## config.mk

```make
export PLATFORM = sky130hd
export DESIGN_NAME = wb_grf_flat
export DESIGN_NICKNAME = d
export VERILOG_FILES = /design/src/rtl/wb_grf_pkg.sv /design/src/rtl/wb_grf_if.sv /design/src/rtl/wb_grf_load_ext.sv /design/src/rtl/wb_grf.sv /design/src/flat_wrapper.sv
export SDC_FILE = /design/constraint.sdc
export NUM_CORES = 2
export LEC_CHECK = 0
export CORE_ASPECT_RATIO = 2
export CORE_MARGIN = 2
export CORE_UTILIZATION = 38
export CTS_CLUSTER_DIAMETER = 40
export CTS_CLUSTER_SIZE = 28
export DETAILED_ROUTE_END_ITERATION = 16
export GPL_TIMING_DRIVEN = 0
export PLACE_DENSITY = 0.59
export SYNTH_ARGS = -nofsm -noshare
export SYNTH_HDL_FRONTEND = slang
export SYNTH_HIERARCHICAL = 1
export SYNTH_SLANG_ARGS = --single-unit
```

## constraint.sdc

```tcl
create_clock -name clk -period 2.7 [get_ports clk]
set_input_delay 0.27 -clock clk [delete_from_list [all_inputs] [get_ports clk]]
set_output_delay 0.27 -clock clk [all_outputs]
set_load 0.02 [all_outputs]
```

## src/rtl/wb_grf_pkg.sv

```systemverilog
// wb_grf_pkg: shared encodings for the write-back stage and register file.
// Holds the write-back source select codes, load extension codes, the
// hardwired-zero register index and the sign-extension helpers. It is also
// imported by the controller and the W-stage register producers.
package wb_grf_pkg;

  localparam int unsigned GRF_AW   = 5;
  localparam logic [4:0]  REG_ZERO = 5'd0;

  // Write-back source select; codes 5-7 select a zero value.
  typedef enum logic [2:0] {
    WB_SEL_ALU = 3'd0,
    WB_SEL_MEM = 3'd1,
    WB_SEL_RA  = 3'd2,
    WB_SEL_MD  = 3'd3,
    WB_SEL_CP0 = 3'd4
  } wb_sel_e;

  // Load extension type; codes 5-7 behave as a full-word load.
  typedef enum logic [2:0] {
    LD_W  = 3'd0,
    LD_B  = 3'd1,
    LD_BU = 3'd2,
    LD_H  = 3'd3,
    LD_HU = 3'd4
  } ld_type_e;

  function automatic logic [31:0] sext8(input logic [7:0] b);
    return {{24{b[7]}}, b};
  endfunction

  function automatic logic [31:0] sext16(input logic [15:0] h);
    return {{16{h[15]}}, h};
  endfunction

endpackage

```

## src/rtl/wb_grf_if.sv

```systemverilog
// wb_grf_if: W-stage bus between the MEM/WB register / D stage and wb_grf.
// master: the pipeline side, drives W-stage values and read indices.
// slave : wb_grf, returns read data, the write-back value and we_eff.
interface wb_grf_if #(
  parameter int unsigned DW = 32,
  parameter int unsigned AW = 5
);
  logic [DW-1:0] pc_w;
  logic [DW-1:0] dr_w;
  logic [DW-1:0] ao_w;
  logic [AW-1:0] a3_w;
  logic [DW-1:0] ra_w;
  logic [DW-1:0] md_w;
  logic [DW-1:0] cp0_w;
  logic          reg_we;
  logic [2:0]    wb_sel;
  logic [2:0]    ld_type;
  logic [AW-1:0] a1;
  logic [AW-1:0] a2;
  logic [DW-1:0] rd1;
  logic [DW-1:0] rd2;
  logic [DW-1:0] wd_w;
  logic          we_eff;

  modport master (
    output pc_w, dr_w, ao_w, a3_w, ra_w, md_w, cp0_w, reg_we, wb_sel, ld_type, a1, a2,
    input  rd1, rd2, wd_w, we_eff
  );

  modport slave (
    input  pc_w, dr_w, ao_w, a3_w, ra_w, md_w, cp0_w, reg_we, wb_sel, ld_type, a1, a2,
    output rd1, rd2, wd_w, we_eff
  );
endinterface

```

## src/rtl/wb_grf_load_ext.sv

```systemverilog
// wb_grf_load_ext: byte/halfword selection and extension of a loaded word.
// Ports: dr_w (raw load word), ao_lo (address bits [1:0]), ld_type (extension
// type), ld_ext (extended value). Little-endian; ao_lo[0] is ignored for
// halfwords because misalignment is trapped upstream.
module wb_grf_load_ext
  import wb_grf_pkg::*;
(
  input  logic [31:0] dr_w,
  input  logic [1:0]  ao_lo,
  input  logic [2:0]  ld_type,
  output logic [31:0] ld_ext
);

  logic [7:0]  byte_s;
  logic [15:0] half_s;

  // Pick the addressed byte and halfword, then extend per load type.
  always_comb begin
    byte_s = 8'h00;
    half_s = ao_lo[1] ? dr_w[31:16] : dr_w[15:0];
    case (ao_lo)
      2'd0:    byte_s = dr_w[7:0];
      2'd1:    byte_s = dr_w[15:8];
      2'd2:    byte_s = dr_w[23:16];
      2'd3:    byte_s = dr_w[31:24];
      default: byte_s = 8'h00;
    endcase
    case (ld_type)
      LD_B:    ld_ext = sext8(byte_s);
      LD_BU:   ld_ext = {24'h000000, byte_s};
      LD_H:    ld_ext = sext16(half_s);
      LD_HU:   ld_ext = {16'h0000, half_s};
      default: ld_ext = dr_w;
    endcase
  end

endmodule

```

## src/rtl/wb_grf.sv

```systemverilog
// wb_grf: write-back stage and 32x32 general register file.
// Ports: clk, reset (synchronous, active high), bus (wb_grf_if.slave) carrying
// the W-stage inputs, the two D-stage read ports rd1/rd2, the write-back
// value wd_w for the forwarding network and the effective write flag we_eff.
// Build option WB_GRF_BYPASS_EN: when defined, a read of the register being
// written this cycle returns wd_w (write-through); otherwise reads return the
// array contents and the hazard unit must forward wd_w itself.
module wb_grf
  import wb_grf_pkg::*;
#(
  parameter int unsigned NREG = 32,
  parameter int unsigned DW   = 32
) (
  input  logic     clk,
  input  logic     reset,
  wb_grf_if.slave  bus
);

  logic [DW-1:0] reg_r [NREG];
  logic [31:0]   ld_ext_s;
  logic [DW-1:0] wd_s;
  logic          we_eff_s;
  logic [DW-1:0] rd1_s;
  logic [DW-1:0] rd2_s;
  logic          trace_unused_s;

  // pc_w is carried for trace only.
  assign trace_unused_s = ^bus.pc_w;

  wb_grf_load_ext u_load_ext (
    .dr_w    (bus.dr_w),
    .ao_lo   (bus.ao_w[1:0]),
    .ld_type (bus.ld_type),
    .ld_ext  (ld_ext_s)
  );

  assign we_eff_s = bus.reg_we && (bus.a3_w != REG_ZERO);

  // Write-back source select.
  always_comb begin
    case (bus.wb_sel)
      WB_SEL_ALU: wd_s = bus.ao_w;
      WB_SEL_MEM: wd_s = ld_ext_s;
      WB_SEL_RA:  wd_s = bus.ra_w;
      WB_SEL_MD:  wd_s = bus.md_w;
      WB_SEL_CP0: wd_s = bus.cp0_w;
      default:    wd_s = {DW{1'b0}};
    endcase
  end

  // Register array: reset clears everything and wins over a pending write.
  always_ff @(posedge clk) begin
    if (reset) begin
      for (int i = 0; i < int'(NREG); i++) begin
        reg_r[i] <= {DW{1'b0}};
      end
    end else if (we_eff_s) begin
      reg_r[bus.a3_w] <= wd_s;
    end
  end

  // Read port 1; index 0 is forced to zero independent of array contents.
  always_comb begin
    rd1_s = {DW{1'b0}};
    if (bus.a1 == REG_ZERO) begin
      rd1_s = {DW{1'b0}};
`ifdef WB_GRF_BYPASS_EN
    end else if (we_eff_s && (bus.a1 == bus.a3_w)) begin
      rd1_s = wd_s;
`endif
    end else begin
      rd1_s = reg_r[bus.a1];
    end
  end

  // Read port 2; same rules as port 1.
  always_comb begin
    rd2_s = {DW{1'b0}};
    if (bus.a2 == REG_ZERO) begin
      rd2_s = {DW{1'b0}};
`ifdef WB_GRF_BYPASS_EN
    end else if (we_eff_s && (bus.a2 == bus.a3_w)) begin
      rd2_s = wd_s;
`endif
    end else begin
      rd2_s = reg_r[bus.a2];
    end
  end

  assign bus.rd1    = rd1_s;
  assign bus.rd2    = rd2_s;
  assign bus.wd_w   = wd_s;
  assign bus.we_eff = we_eff_s;

endmodule
```

## src/flat_wrapper.sv

```systemverilog
// flat-port wrapper written by rule: the top's interface ports become plain ports
module wb_grf_flat import wb_grf_pkg::*;
#(
  parameter int unsigned NREG = 32,
  parameter int unsigned DW   = 32
)
  (clk, reset, bus_pc_w, bus_dr_w, bus_ao_w, bus_a3_w, bus_ra_w, bus_md_w, bus_cp0_w, bus_reg_we, bus_wb_sel, bus_ld_type, bus_a1, bus_a2, bus_rd1, bus_rd2, bus_wd_w, bus_we_eff);
  wb_grf_if #(.DW(DW)) bus_i ();
  input  logic clk;
  input  logic reset;
  input wire logic [$bits(bus_i.pc_w)-1:0] bus_pc_w;
  input wire logic [$bits(bus_i.dr_w)-1:0] bus_dr_w;
  input wire logic [$bits(bus_i.ao_w)-1:0] bus_ao_w;
  input wire logic [$bits(bus_i.a3_w)-1:0] bus_a3_w;
  input wire logic [$bits(bus_i.ra_w)-1:0] bus_ra_w;
  input wire logic [$bits(bus_i.md_w)-1:0] bus_md_w;
  input wire logic [$bits(bus_i.cp0_w)-1:0] bus_cp0_w;
  input wire logic [$bits(bus_i.reg_we)-1:0] bus_reg_we;
  input wire logic [$bits(bus_i.wb_sel)-1:0] bus_wb_sel;
  input wire logic [$bits(bus_i.ld_type)-1:0] bus_ld_type;
  input wire logic [$bits(bus_i.a1)-1:0] bus_a1;
  input wire logic [$bits(bus_i.a2)-1:0] bus_a2;
  output wire logic [$bits(bus_i.rd1)-1:0] bus_rd1;
  output wire logic [$bits(bus_i.rd2)-1:0] bus_rd2;
  output wire logic [$bits(bus_i.wd_w)-1:0] bus_wd_w;
  output wire logic [$bits(bus_i.we_eff)-1:0] bus_we_eff;
  assign bus_i.pc_w = bus_pc_w;
  assign bus_i.dr_w = bus_dr_w;
  assign bus_i.ao_w = bus_ao_w;
  assign bus_i.a3_w = bus_a3_w;
  assign bus_i.ra_w = bus_ra_w;
  assign bus_i.md_w = bus_md_w;
  assign bus_i.cp0_w = bus_cp0_w;
  assign bus_i.reg_we = bus_reg_we;
  assign bus_i.wb_sel = bus_wb_sel;
  assign bus_i.ld_type = bus_ld_type;
  assign bus_i.a1 = bus_a1;
  assign bus_i.a2 = bus_a2;
  assign bus_rd1 = bus_i.rd1;
  assign bus_rd2 = bus_i.rd2;
  assign bus_wd_w = bus_i.wd_w;
  assign bus_we_eff = bus_i.we_eff;
  wb_grf #(.NREG(NREG), .DW(DW)) u_core (.clk(clk), .reset(reset), .bus(bus_i));
endmodule
```

-- Word level (Yosys, flattened, before mapping)
Memory sizes are Yosys's and may differ from the RTL's.
Index checks and enable logic that the tools add are counted.
- flip-flop bits (word level): 0
- bits in latches: 0
- bits in writable memories: 1024
- ROM bits: 0
- input bits: 216
- logic and storage cells: 33
- memories kept: 1
- add/subtract/negate cells: 0
- multipliers: 0
- divide/modulo/power cells: 0
- magnitude comparators: 0
- equal/unequal tests: 11
- shift-type cells: 0
- multiplexer cells: 14
- bitwise logic cells: 0
- reduce and logical (&&, ||, !) cells: 7
- memory list (memory ; depth ; width ; read ports ; clocked after memory_dff ; write ports ; line ; RTL):
    u_core.reg_r ; 32 ; 32 ; 2 ; 0 ; 32 ; wb_grf.sv:19 ; logic [DW-1:0] reg_r [NREG];
- operator list (operator ; number):
    $pmux W32 S5 ; 1
    $pmux W32 S4 ; 1
    $mux W32 ; 3
    $pmux W8 S4 ; 1
    $reduce_or A32 Y1 ; 1
    $mux W16 ; 1
    $eq A3 B2 Y1 const B ; 4
    $logic_not A5 Y1 ; 2
    $eq A3 B1 Y1 const B ; 2
    $eq A3 B3 Y1 const B ; 2
    $mux W1 ; 6
    $mux W5 ; 1
    $reduce_bool A5 Y1 ; 1
    $eq A2 B2 Y1 const B ; 2
    $logic_not A3 Y1 ; 1
    $eq A2 B1 Y1 const B ; 1
    $logic_not A2 Y1 ; 1
    $logic_and A1 B1 Y1 ; 1

-- Longest topological paths before layout
- word-level depth: 7
- gate-level depth with buffers: 12
- mapped depth without buffers: 8

-- Hierarchy
The synthesis kept the hierarchy.
- by module, submodules not included (module ; times used ; cells each ; area an instance (µm²)):
    wb_grf ; 1 ; 3766 ; 53973.0
    wb_grf_load_ext ; 1 ; 99 ; 883.3

-- Least setup slack after synthesis
OpenSTA, ideal clock, no wires.
- path type: input-to-output
- from: in bus_ao_w[1]
- to: out bus_wd_w[21]
- arrival time: 2.374 ns
- path slack: 0.056 ns
- stages on the path: 9
- path buffers: 2
- cell sequence: buf_6 -> mux4_2 -> nand4b_4 -> o31ai_4 -> a21o_1 -> mux4_2 -> mux2i_1 -> buf_2 -> inv_1
- word-level cells in the longest chain between the ends: 4
- elaborated cells on any way between the ends: 8
- RTL lines (element ; line ; RTL):
    start: declaration ; flat_wrapper.sv:13 ; input wire logic [$bits(bus_i.ao_w)-1:0] bus_ao_w;
    $eq A2 B2 Y1, or another cell as far along ; wb_grf_load_ext.sv:21 ; case (ao_lo)
    $pmux W8 S4 ; wb_grf_load_ext.sv:21 ;
    $pmux W32 S4 * ; wb_grf_load_ext.sv:28 ; case (ld_type)
    net u_core.ld_ext_s[21] ; wb_grf.sv:20 ; logic [31:0] ld_ext_s;
    $pmux W32 S5 * ; wb_grf.sv:41 ; case (bus.wb_sel)
    end: declaration ; flat_wrapper.sv:25 ; output wire logic [$bits(bus_i.wd_w)-1:0] bus_wd_w;
Mark *: on every way through the listed nets, which the timed path passes. The rest lies on a longest branch.

==> flow_metrics.tcl <==
set metrics [dict create \
    status "finished with violations" \
    violations "setup timing" \
    tightest_slew_ns 1.304 \
    fillCellCount 12680 \
    setup_viol 387 \
    largest_register_ff_count 1024 \
    hold_end "u_core/reg_r[5][0]$_SDFFCE_PN0P_" \
    hold_buffers 0 \
    gp_congestion 0.9765 \
    wl_per_cell_microns 35.41 \
    utilization 0.4681 \
    io_pins 313 \
    drt_wl_total_microns 224100 \
    use_met1 0.3045 \
    maxSlewViolCount 0 \
    rows 197 \
    cts_tree "built" \
    grt_pass1_wl_microns 306500 \
    vias 39350 \
    whs_path_depth 5 \
    regArea_sq_um 30750 \
    ys_ff_latch 1024 \
    place_area_sq_um 60780 \
    drc 0 \
    synth_area_sq_um 54860 \
    synth_edf_count 1024 \
    ys_seq_area_frac 0.5605 \
    first_pass_iters 6 \
    syn_to_final_growth_pct 22.63 \
    antenna_found_initial 5 \
    synth_cells 3865 \
    worstHoldStart "bus_ao_w[0]" \
    pwr_density_cell_nw_per_um2 569.5 \
    regMostFlops "u_core/reg_r" \
    crit_arrival_ns 3.24 \
    grtUsageMet2 0.5433 \
    cts_buffer_depth 3 \
    rsz0062_at_grt "yes" \
    die_h_microns 541.3 \
    drive_gt1_frac 0.3580 \
    max_clock_freq_mhz 349.5 \
    grt_use_total 0.3008 \
    ys_warn_count 6 \
    grt_overflow 0 \
    drtIter0Drc 4246 \
    async_reset_ff_frac 0 \
    cts.htree.levels 3 \
    clkSinkCount 1024 \
    grt_max_degree 29 \
    die_x_microns 272.7 \
    holdCritPathClass "in -> reg" \
    worstSetupPathType "in -> reg" \
    slew_headroom 0.1307 \
    busiest_layer "met2" \
    syn_avg_cell_area_sq_um 14.19 \
    finalCritPeriodShare 1.060 \
    setup_slack_ns -0.1613 \
    die_area_sq_um 147600 \
    final_area_sq_um 67270 \
    hold_viol 0 \
    start_util 0.3817 \
    portBuffers 270 \
    p_leak_nw 22.80 \
    ant_nets 0 \
    cts_inserted_buffers 67 \
    hpwl_microns 173100 \
    required_ns 3.08 \
    critPathLaunchType "input port" \
    grtUsageMet3 0.04679 \
    vias_per_cell 6.219 \
    finalPower_mw 38.31 \
    top_regs "u_core/reg_r: 1024 flops" \
    ir_worst_vdd_uv 413.6 \
    synth-main-ff-cell "edfxtp_1" \
    maxCapViolations 0 \
    final.min_clock_period_ns 2.861 \
    nets 4600 \
    core_area_sq_um 143700 \
    cp_max_fo 20 \
    grt_pass1_vias 40550 \
    cts-root-buf "clkbuf_16" \
    clk_pin_slew_ns 0.09 \
    multi_input_area_sq_um 24350 \
    pre_cts_ws_ns -2.367 \
    synth_cell_types 61 \
    crit_path_end_kind "flip-flop" \
]
[power breakdown]
| group | switching (mW) | internal [mW] | leakage, nW |
|---|---|---|---|
| combinational | 4.40 | 3.25 | 11.9 |
| sequential | 0.454 | 18.3 | 9.75 |
| clock | 6.27 | 5.62 | 1.18 |
[cells in the mapped netlist, drive strengths merged (2+ instances only)]
cell | instances | area [sq um]
a211oi | 64 | 480.5
a21o | 17 | 127.6
a221o | 13 | 130.1
a221oi | 78 | 877.1
a22oi | 65 | 488.0
a311oi | 64 | 560.5
a32oi | 7 | 61.31
and2 | 4 | 25.02
and3 | 8 | 50.05
and3b | 2 | 17.52
buf | 272 | 1767
clkbuf | 155 | 601.8
edfxtp | 1024 | 30750
inv | 35 | 131.4
mux2 | 64 | 720.7
mux2i | 161 | 1612
mux4 | 457 | 10430
nand2 | 69 | 259.0
nand2b | 35 | 219.0
nor2 | 1001 | 3767
nor2b | 69 | 446.7
nor3 | 2 | 15.01
nor3b | 6 | 55.05
nor4bb | 3 | 30.03
o2111ai | 17 | 148.9
o211ai | 2 | 15.01
o21ai | 119 | 595.6
o2bb2ai | 31 | 271.5
or2 | 3 | 18.78
or4 | 2 | 22.52
[placed cells by master, fill, tap and decap left out, types with 47 or more instances in the layout]
master and instances:
clkbuf_16 72, mux4_2 436, buf_4 210, a22oi_1 54
mux2i_1 154, buf_2 121, nand2_1 66, nor2_1 994
nor2b_1 53, clkdlybuf4s50_1 134, buf_12 47, edfxtp_1 1024
clkbuf_1 112, o21ai_1 48, buf_6 131
[routing by layer]
metal	wire, microns	part of all wire	vias to the layer above
li1	-	-	15980
met1	68340	0.30	20330
met2	116700	0.52	2357
met3	16790	0.075	684
met4	22190	0.099	2
met5	10	0.000045	-
[critical path, cell delays in order]
cell,delay [ns]
clkdlybuf4s50_1,0.67
nor4bb_1,0.39
clkbuf_1,0.55
nand2_1,0.53
nand2b_2,0.54
buf_12,0.25
[area by class of cell]
cell class / count / area share
Multi-Input combinational cell: 2410 / 0.3619
Tap cell: 1890 / 0.03515
Buffer: 415 / 0.04369
Timing Repair Buffer: 431 / 0.06391
Sequential cell: 1024 / 0.4571
Clock buffer: 71 / 0.02578
Inverter: 35 / 0.002251
Clock inverter: 50 / 0.01010
Antenna cell: 2 / 0.00007440
[timing repair]
item                                    4_1_cts  5_1_grt
pin swaps                                    78       92
cloned                                        1        0
setup buffers                               100       27
resized for setup                          1055      300
endpoints found under the setup margin     1287      305
endpoints found under the hold margin         0        0
[logic make-up after synthesis]
| logic type | synth area share |
|---|---|
| AO/OA/AOI/OAI | 0.06950 |
| XOR/XNOR | 0.0004563 |
| buffers and inverters | 0.04557 |
| flip-flops | 0.5605 |
| multiplexers | 0.2327 |
| other | 0.00006836 |
| AND/OR/NAND/NOR | 0.09119 |
[how the worst max path moves through the flow]
stage,start,endpoint,slack (ns),cells after the start
after floorplan,bus_ao_w[1],bus_wd_w[21],0.06,9
after detailed placement,bus_a2[3],bus_rd2[2],-2.37,7
after global placement,bus_a2[3],bus_rd2[2],-2.37,7
final,reset,u_core/reg_r[29][3]$_SDFFCE_PN0P_,-0.16,6
after global routing,bus_ao_w[1],bus_wd_w[31],-0.14,12
after CTS,bus_ao_w[1],bus_wd_w[8],-0.21,12
[per-stage QoR]
step / setup TNS [ns] / std cells / hold slack, ns
2_1_floorplan: 0 / 3896 / 0.5092
3_3_place_gp: -2774.74 / 6056 / 1.067
3_5_place_dp: -1750.18 / 6089 / 1.073
4_1_cts: -2.682 / 6305 / 0.1885
5_1_grt: -2.655 / 6327 / 0.2910
6_report: -17.47 / 6328 / 0.3081
No activity file was read; power rests on OpenSTA's default activity.
